==> src/rtl/preproc_pkg.sv <==
// Shared types and helpers for the EEG preprocessor front end: frame FSM states
// and the 24-bit ADC code to Q2.29 conversion.
package preproc_pkg;

    typedef enum logic [1:0] {
        IDLE,
        CS_SETUP,
        SHIFT,
        CS_HOLD
    } frame_state_t;

    localparam int Q_FRAC     = 29;
    localparam int ADS_CODE_W = 24;

    // Bits per frame: status word plus one word per channel.
    function automatic int frame_bits(input int n_ch);
        return ADS_CODE_W * (n_ch + 1);
    endfunction

    // A 24-bit code is a fraction of 2^23; shifting it up to 29 fractional bits
    // and sign-extending gives +/-1.0 at full scale.
    function automatic logic signed [31:0] code_to_q2_29(input logic [23:0] code);
        return {{2{code[23]}}, code, {(Q_FRAC - 23){1'b0}}};
    endfunction

endpackage

==> src/rtl/sync_fall_detect.sv <==
// Two-flop synchronizer for an asynchronous active-low strobe, followed by a
// registered one-cycle pulse on each synchronized falling edge.
module sync_fall_detect (
    input  logic clk,
    input  logic rst,
    input  logic din_n,
    output logic fall
);

    logic       s1_reg;
    logic       s2_reg;
    logic       s3_reg;
    logic       fall_reg;
    logic       armed_reg;
    logic [1:0] fill_reg;

    // The flops reset high, so an input already low at reset release would look
    // like a fresh edge; arm only after the synchronized input is seen high.
    always_ff @(posedge clk) begin
        if (rst) begin
            s1_reg    <= 1'b1;
            s2_reg    <= 1'b1;
            s3_reg    <= 1'b1;
            fall_reg  <= 1'b0;
            armed_reg <= 1'b0;
            fill_reg  <= 2'd0;
        end else begin
            s1_reg   <= din_n;
            s2_reg   <= s1_reg;
            s3_reg   <= s2_reg;
            fall_reg <= armed_reg && s3_reg && !s2_reg;
            if (fill_reg != 2'd2) begin
                fill_reg <= fill_reg + 2'd1;
            end
            if (fill_reg == 2'd2 && s2_reg) begin
                armed_reg <= 1'b1;
            end
        end
    end

    assign fall = fall_reg;

endmodule

==> src/rtl/ads_frame_reader.sv <==
// Reads one status+channel frame from an ADS1299-class ADC per data-ready event
// over SPI mode 1 and streams the channels out as Q2.29 samples.
module ads_frame_reader
    import preproc_pkg::*;
#(
    parameter int N_CH    = 8,
    parameter int CLK_DIV = 4,
    parameter int CODE_W  = 24
) (
    input  logic               clk,
    input  logic               rst,
    input  logic               enable,
    input  logic               drdy_n,
    input  logic               spi_miso,
    output logic               spi_sclk,
    output logic               spi_cs_n,
    output logic signed [31:0] sample_out,
    output logic [2:0]         sample_ch,
    output logic               sample_valid,
    output logic [23:0]        status_out,
    output logic               status_valid,
    output logic               frame_done,
    output logic               overrun
);

    localparam int DIV_W  = $clog2(2 * CLK_DIV);
    localparam int WORD_W = 4;
    localparam logic [DIV_W-1:0]  HALF_LAST = DIV_W'(CLK_DIV - 1);
    localparam logic [DIV_W-1:0]  BIT_END   = DIV_W'(2 * CLK_DIV - 1);
    localparam logic [4:0]        BIT_LAST  = 5'(CODE_W - 1);
    localparam logic [WORD_W-1:0] WORD_LAST = WORD_W'(N_CH);

    frame_state_t       state_reg, state_next;
    logic [DIV_W-1:0]   div_reg, div_next;
    logic [4:0]         bit_reg;
    logic [WORD_W-1:0]  word_reg;
    logic [22:0]        shift_reg;
    logic               drdy_evt;
    logic               sample_tick;
    logic               bit_end;
    logic [23:0]        word_in;

    logic               cs_n_reg, sclk_reg;
    logic signed [31:0] sample_reg;
    logic [2:0]         sample_ch_reg;
    logic [23:0]        status_reg;
    logic               sample_valid_reg, status_valid_reg, frame_done_reg, overrun_reg;

    sync_fall_detect u_drdy_sync (
        .clk   (clk),
        .rst   (rst),
        .din_n (drdy_n),
        .fall  (drdy_evt)
    );

    // MISO is captured on the last high cycle, i.e. as SCLK falls.
    assign sample_tick = (state_reg == SHIFT) && (div_reg == HALF_LAST) && enable;
    assign bit_end     = (state_reg == SHIFT) && (div_reg == BIT_END);
    assign word_in     = {shift_reg, spi_miso};

    always_comb begin
        state_next = state_reg;
        div_next   = div_reg + 1'b1;
        case (state_reg)
            IDLE: begin
                div_next = '0;
                if (drdy_evt && enable) begin
                    state_next = CS_SETUP;
                end
            end
            CS_SETUP: begin
                if (div_reg == HALF_LAST) begin
                    state_next = SHIFT;
                    div_next   = '0;
                end
            end
            SHIFT: begin
                if (div_reg == BIT_END) begin
                    div_next = '0;
                    if (bit_reg == BIT_LAST && word_reg == WORD_LAST) begin
                        state_next = CS_HOLD;
                    end
                end
            end
            CS_HOLD: begin
                if (div_reg == HALF_LAST) begin
                    state_next = IDLE;
                    div_next   = '0;
                end
            end
            default: begin
                state_next = IDLE;
                div_next   = '0;
            end
        endcase
        if (!enable) begin
            state_next = IDLE;
            div_next   = '0;
        end
    end

    always_ff @(posedge clk) begin
        if (rst) begin
            state_reg        <= IDLE;
            div_reg          <= '0;
            bit_reg          <= '0;
            word_reg         <= '0;
            shift_reg        <= '0;
            cs_n_reg         <= 1'b1;
            sclk_reg         <= 1'b0;
            sample_reg       <= '0;
            sample_ch_reg    <= '0;
            status_reg       <= '0;
            sample_valid_reg <= 1'b0;
            status_valid_reg <= 1'b0;
            frame_done_reg   <= 1'b0;
            overrun_reg      <= 1'b0;
        end else begin
            state_reg        <= state_next;
            div_reg          <= div_next;
            cs_n_reg         <= (state_next == IDLE);
            sclk_reg         <= (state_next == SHIFT) && (div_next <= HALF_LAST);
            sample_valid_reg <= 1'b0;
            status_valid_reg <= 1'b0;
            frame_done_reg   <= (state_reg == CS_HOLD) && (state_next == IDLE) && enable;
            overrun_reg      <= drdy_evt && (state_reg != IDLE);

            if (state_next != SHIFT) begin
                bit_reg  <= '0;
                word_reg <= '0;
            end else if (bit_end) begin
                if (bit_reg == BIT_LAST) begin
                    bit_reg  <= '0;
                    word_reg <= word_reg + 1'b1;
                end else begin
                    bit_reg <= bit_reg + 1'b1;
                end
            end

            if (sample_tick) begin
                shift_reg <= word_in[22:0];
                if (bit_reg == BIT_LAST) begin
                    if (word_reg == '0) begin
                        status_reg       <= word_in;
                        status_valid_reg <= 1'b1;
                    end else begin
                        sample_reg       <= code_to_q2_29(word_in);
                        sample_ch_reg    <= 3'(word_reg - 1'b1);
                        sample_valid_reg <= 1'b1;
                    end
                end
            end
        end
    end

    assign spi_cs_n     = cs_n_reg;
    assign spi_sclk     = sclk_reg;
    assign sample_out   = sample_reg;
    assign sample_ch    = sample_ch_reg;
    assign status_out   = status_reg;
    assign sample_valid = sample_valid_reg;
    assign status_valid = status_valid_reg;
    assign frame_done   = frame_done_reg;
    assign overrun      = overrun_reg;

endmodule

==> config.mk <==
export PLATFORM = sky130hd
export DESIGN_NAME = ads_frame_reader
export DESIGN_NICKNAME = d
export VERILOG_FILES = /design/src/rtl/preproc_pkg.sv /design/src/rtl/sync_fall_detect.sv /design/src/rtl/ads_frame_reader.sv
export SDC_FILE = /design/constraint.sdc
export NUM_CORES = 1
export LEC_CHECK = 0
export BUFFER_PORTS_ARGS = -buffer_cell sky130_fd_sc_hd__buf_2
export CAP_MARGIN = 20
export CORE_MARGIN = 4
export CORE_UTILIZATION = 56
export DETAILED_ROUTE_END_ITERATION = 8
export HOLD_SLACK_MARGIN = 0.1
export PLACE_DENSITY = 0.77
export SLEW_MARGIN = 20
export SYNTH_ARGS = -nofsm -noshare
export SYNTH_HDL_FRONTEND = slang
export SYNTH_SLANG_ARGS = --single-unit
==> constraint.sdc <==
create_clock -name clk -period 2.3 [get_ports clk]
set_input_delay 0.575 -clock clk [delete_from_list [all_inputs] [get_ports clk]]
set_output_delay 0.575 -clock clk [all_outputs]
set_load 0.02 [all_outputs]
==> results.json, run 1 <==
{
  "setup.worst_path.end": "bit_reg[4]",
  "critPathLaunchType": "register",
  "clockRootBuffer": "clkbuf_8",
  "final_nets": 524,
  "globalRoute.totalOverflow": 0,
  "grt_use_total_pct": 21.7,
  "r2r_cells": 5,
  "fp.dieArea_um2": 9120,
  "areaGrowthSynthToFinish_pct": 11.3,
  "final_cell_mix": "dfxtp_1 (101), a21oi_1 (75), buf_2 (63)",
  "syn_inst": 481,
  "gp_congestion": 0.857,
  "cts_hold_buf": 0,
  "drtIter0Drc": 389,
  "syn-cell-area_um2": 4290,
  "whs_ns": 0.399,
  "worst-path-max-fanout": 13,
  "ys_async_sr_fraction_pct": 0,
  "cts_tree": "yes",
  "post-route-min-period_ns": 2.09,
  "vias_per_cell": 6.13,
  "p_per_area_nw_per_um2": 642,
  "firstDrtPassIters": 4,
  "slew_viol_final": 0,
  "max_freq_ghz": 0.478,
  "period_share_pct": 90.9,
  "setup_violations": 0,
  "clock_skew_ns": 0.0108,
  "p_leak_nw": 1.72,
  "ant_nets": 0,
  "fin_cells": 614,
  "die_h_um": 95.5,
  "clock_latency_ns": 0.35,
  "tightest_slew_ns": 0.585,
  "ys_types": 51,
  "post_cts_resize_count": 0,
  "postCtsSetupBuffers": 0,
  "r2r-end": "bit_reg[4]",
  "path_common_cell": "ha_1",
  "ir_drop_mv": 0.373,
  "grt_max_degree": 75,
  "rsz0062_at_grt": "no",
  "avgSynthCellArea_um2": 8.91,
  "portBuffers": 63,
  "wirelength_um": 9990,
  "slowest_stage": "or4b_1",
  "core_region_area_um2": 7330,
  "cpPeakStageDelay_ns": 0.59,
  "htree_levels": 3,
  "relSlewSlack_pct": 61.0,
  "end_kind": "register",
  "drive_gt1_share_pct": 20.0,
  "diodes": 0,
  "cp.arrival_ns": 2.35,
  "synth_seq_cells": 101,
  "grt_pass1_vias": 3314,
  "dpl.hpwl_um": 6070,
  "max-cap-violations": 0,
  "ys.flop_type": "dfxtp_1",
  "clkSinkCount": 101,
  "worstSetupPathType": "reg2reg",
  "ff2ff_setup_slack_ns": 0.21,
  "holdCritPathClass": "in2reg",
  "wl_per_cell_um": 16.3,
  "via_count": 3764,
  "antenna_found_initial": 0,
  "ios": 70,
  "cts_made_buffers": 9,
  "synth-seq-area-share_pct": 47.2,
  "placement_rows": 31,
  "initial_core_util_pct": 58.5,
  "critical_path.cell_chain": "ha_1, ha_1, nand3b_1, or4b_1, a221oi_1",
  "tns_ns": 0,
  "placed_cells": 597,
  "yosys_warnings": 0,
  "hold_viol": 0,
  "startpoint": "div_reg[0]",
  "mostFrequentLayoutCell": "dfxtp_1",
  "synth_edf_count": 0,
  "clk_path_buf_depth": 2,
  "worst_ep_required_time_ns": 2.56,
  "grt_pass1_wl_um": 16000,
  "power_mw": 3.06,
  "outcome": "complete, no violations",
  "die_x_um": 95.5,
  "drc": 0,
  "clkTransAtPathRegs_ns": 0.09,
  "r2r-start": "div_reg[0]"
}
==> cell families (layout without fill, tap and decap cells) <==
kind of cell / Yosys count / in the layout / synth area share (%)
XOR/XNOR: 3 / 3 / 0.613
AND/OR/NAND/NOR: 143 / 143 / 18.2
other: 1 / 6 / 0.0875
AO/OA/AOI/OAI: 152 / 152 / 23.0
flip-flops: 101 / 101 / 47.2
adder cells (fa/ha/maj): 9 / 9 / 2.63
buffers and inverters: 72 / 101 / 8.29
==> through the flow <==
| step | worst slack (ns) | util, % | area (um2) |
|---|---|---|---|
| final | 0.209 | 65.1 | 4770 |
| after global routing | 0.0810 | 65.1 | 4770 |
| after CTS | 0.206 | 65.0 | 4760 |
| after detailed placement | 0.197 | 62.1 | 4550 |
| after global placement | 0.382 | 62.1 | 4550 |
| after floorplan | 0.559 | - | 4300 |
==> layer usage <==
metal	track usage, %	vias up	wire, um
met1	30.6	1809	4510
met3	4.10	15	546
met5	0	-	0
li1	-	1824	-
met4	6.99	0	160
met2	33.6	116	4770
==> synth_stat cells (4+ instances only) <==
cell	count	area (um2)
a21oi_1	75	375
a221oi_1	5	43.8
buf_1	4	15.0
buf_2	20	100
buf_4	8	60.1
buf_6	4	45.0
clkbuf_1	26	97.6
dfxtp_1	101	2020
ha_1	9	113
inv_1	8	30.0
nand2_1	52	195
nand3_1	6	30.0
nand4_1	49	307
nor2_1	7	26.3
o31ai_1	52	390
or4_1	4	30.0
==> final cells by class <==
cell class              count  area [um2]
clock buffers              12         155
clock inverters             4        55.1
fillers                   638        2560
inverters                  10        37.5
multi-input cells         313        1930
flip-flops and latches    101        2020
well taps                  99         124
repair buffers             75         443
==> worst min-delay path by stage <==
stage	startpoint	to	cells after the start
after global placement	u_drdy_sync.s1_reg	u_drdy_sync.s2_reg	1
after global routing	drdy_n	u_drdy_sync.s1_reg	2
after CTS	drdy_n	u_drdy_sync.s1_reg	2
after floorplan	u_drdy_sync.s1_reg	u_drdy_sync.s2_reg	1
final	drdy_n	u_drdy_sync.s1_reg	2
after detailed placement	u_drdy_sync.s1_reg	u_drdy_sync.s2_reg	1
==> power by group <==
part	internal [mW]	total (mW)	leakage (nW)	switching [mW]
Combinational	0.0388	0.112	0.806	0.0735
Sequential	1.77	1.79	0.814	0.0135
Clock	0.570	1.16	0.103	0.594
==> worst max-delay path: cells and delay by family (launching register included) <==
family	cells	cell delay (ns)
flops	1	0.35
fa+ha+maj	2	0.48
simple gates	2	0.93
compound gates	1	0.25
(Power assumes the default switching activity.)
==> run 2, diff against run 1 <==
--- a/config.mk
+++ b/config.mk
@@ -10,8 +10,9 @@
 export CORE_MARGIN = 4
 export CORE_UTILIZATION = 56
 export DETAILED_ROUTE_END_ITERATION = 8
+export GPL_TIMING_DRIVEN = 0
 export HOLD_SLACK_MARGIN = 0.1
-export PLACE_DENSITY = 0.77
+export PLACE_DENSITY = 0.88
 export SLEW_MARGIN = 20
 export SYNTH_ARGS = -nofsm -noshare
 export SYNTH_HDL_FRONTEND = slang
==> results.json, run 2 (synthesis results as in run 1) <==
{
  "power_frac_seq_pct": 55.9,
  "drive_gt1_share_pct": 22.1,
  "worst-path-max-fanout": 10,
  "dpl.hpwl_um": 8120,
  "clkSinkCount": 101,
  "ir_drop_mv": 0.422,
  "p_int_mw": 2.50,
  "drtIter0Drc": 415,
  "clockRootBuffer": "clkbuf_8",
  "setup_violations": 0,
  "clock_skew_ns": 0.00831,
  "tns_ns": 0,
  "firstDrtPassIters": 5,
  "max-cap-violations": 0,
  "end_kind": "register",
  "drc": 0,
  "hold_viol": 0,
  "whs_ns": 0.382,
  "p_per_area_nw_per_um2": 642,
  "via_count": 4248,
  "areaGrowthSynthToFinish_pct": 16.4,
  "cts_tree": "yes",
  "critPathLaunchType": "register",
  "cp.arrival_ns": 2.39,
  "core_region_area_um2": 7330,
  "placement_rows": 31,
  "grt_pass1_vias": 3902,
  "combinationalPowerShare_pct": 4.0,
  "die_x_um": 95.5,
  "die_h_um": 95.5,
  "tightest_slew_ns": 0.597,
  "max_freq_ghz": 0.463,
  "grt_max_degree": 17,
  "switchingPower_mw": 0.699,
  "clkTransAtPathRegs_ns": 0.09,
  "gp_congestion": 0.940,
  "rsz0062_at_grt": "yes",
  "p_leak_nw": 1.87,
  "placed_area_um2": 4740,
  "final_cell_mix": "dfxtp_1 (101), buf_2 (83), a21oi_1 (75)",
  "switching_share_pct": 21.9,
  "placed_cells": 648,
  "wirelength_um": 11700,
  "cts_made_buffers": 9,
  "n_fill_cell": 587,
  "grt_pass1_wl_um": 18600,
  "slew_viol_final": 0,
  "wl_per_cell_um": 17.6,
  "post-route-min-period_ns": 2.16,
  "ios": 70,
  "initial_core_util_pct": 58.5,
  "fin_cells": 664,
  "clk_path_buf_depth": 2,
  "period_share_pct": 93.8,
  "relSlewSlack_pct": 60.0,
  "htree_levels": 3,
  "power_mw": 3.20,
  "diodes": 0,
  "mostFrequentLayoutCell": "dfxtp_1",
  "globalRoute.totalOverflow": 0,
  "clock_latency_ns": 0.37,
  "portBuffers": 63,
  "grt_use_total_pct": 26.1,
  "antenna_found_initial": 0,
  "worstSetupPathType": "reg2reg",
  "ant_nets": 0,
  "vias_per_cell": 6.40,
  "final_area_um2": 4990,
  "clockPowerShare_pct": 40.1,
  "fp.dieArea_um2": 9120,
  "worst_ep_required_time_ns": 2.54,
  "holdCritPathClass": "in2reg",
  "final_nets": 574,
  "outcome": "complete, no violations",
  "postCtsSetupBuffers": 0
}
-- run 2: metrics by stage --
| stage | utilization [%] | worst slack (ns) |
|---|---|---|
| 2_1_floorplan | - | 0.559 |
| 3_3_place_gp | 64.7 | 0.219 |
| 3_5_place_dp | 64.7 | 0.0933 |
| 4_1_cts | 67.9 | 0.0297 |
| 5_1_grt | 68.0 | -0.0163 |
| 6_report | 68.0 | 0.142 |
-- run 2: final cells by class --
type	instances	area (um2)	share of cell area (%)
Sequential cell	101	2020	40.6
Multi-Input combinational cell	313	1930	38.8
Buffer	62	320	6.42
Timing Repair Buffer	63	315	6.32
Clock buffer	12	155	3.11
Tap cell	99	124	2.48
Clock inverter	4	77.6	1.56
Inverter	10	37.5	0.753
-- run 2: final timing paths --
path         slack, ns  cells after the start                 end          startpoint
max reg2reg       0.14                      7      status_out[13]          div_reg[0]
min reg2reg       0.42                      1  u_drdy_sync.s2_reg  u_drdy_sync.s1_reg
max               0.14                      7      status_out[13]          div_reg[0]
min               0.38                      2  u_drdy_sync.s1_reg              drdy_n
-- run 2: what timing repair did --
item,in CTS,in global routing
hold buffers,0,0
pin swaps,0,1
setup endpoints to repair,1,20
gates resized for setup,1,5
-- run 2: power by group through the flow --
stage	Combinational, mW	Sequential [mW]	Clock, mW
global placement	0.120	1.83	0
floorplan	0.0992	1.82	0
detailed placement	0.126	1.83	0
finish	0.129	1.79	1.28
global route	0.146	1.79	1.36
CTS	0.128	1.79	1.29
-- run 2: layer usage --
layer,wire (um),vias to the layer above,global-route usage (%)
met5,0,-,0
met4,384,0,12.0
li1,-,1932,-
met3,1130,43,5.92
met1,4750,2003,33.8
met2,5440,270,41.5
-- run 2: critical path: stages, from the launching register on --
cell	delay (ns)
dfxtp_1	0.35
ha_1	0.21
ha_2	0.27
nand4b_1	0.25
buf_2	0.27
clkbuf_2	0.24
o31ai_1	0.31
a21oi_1	0.12
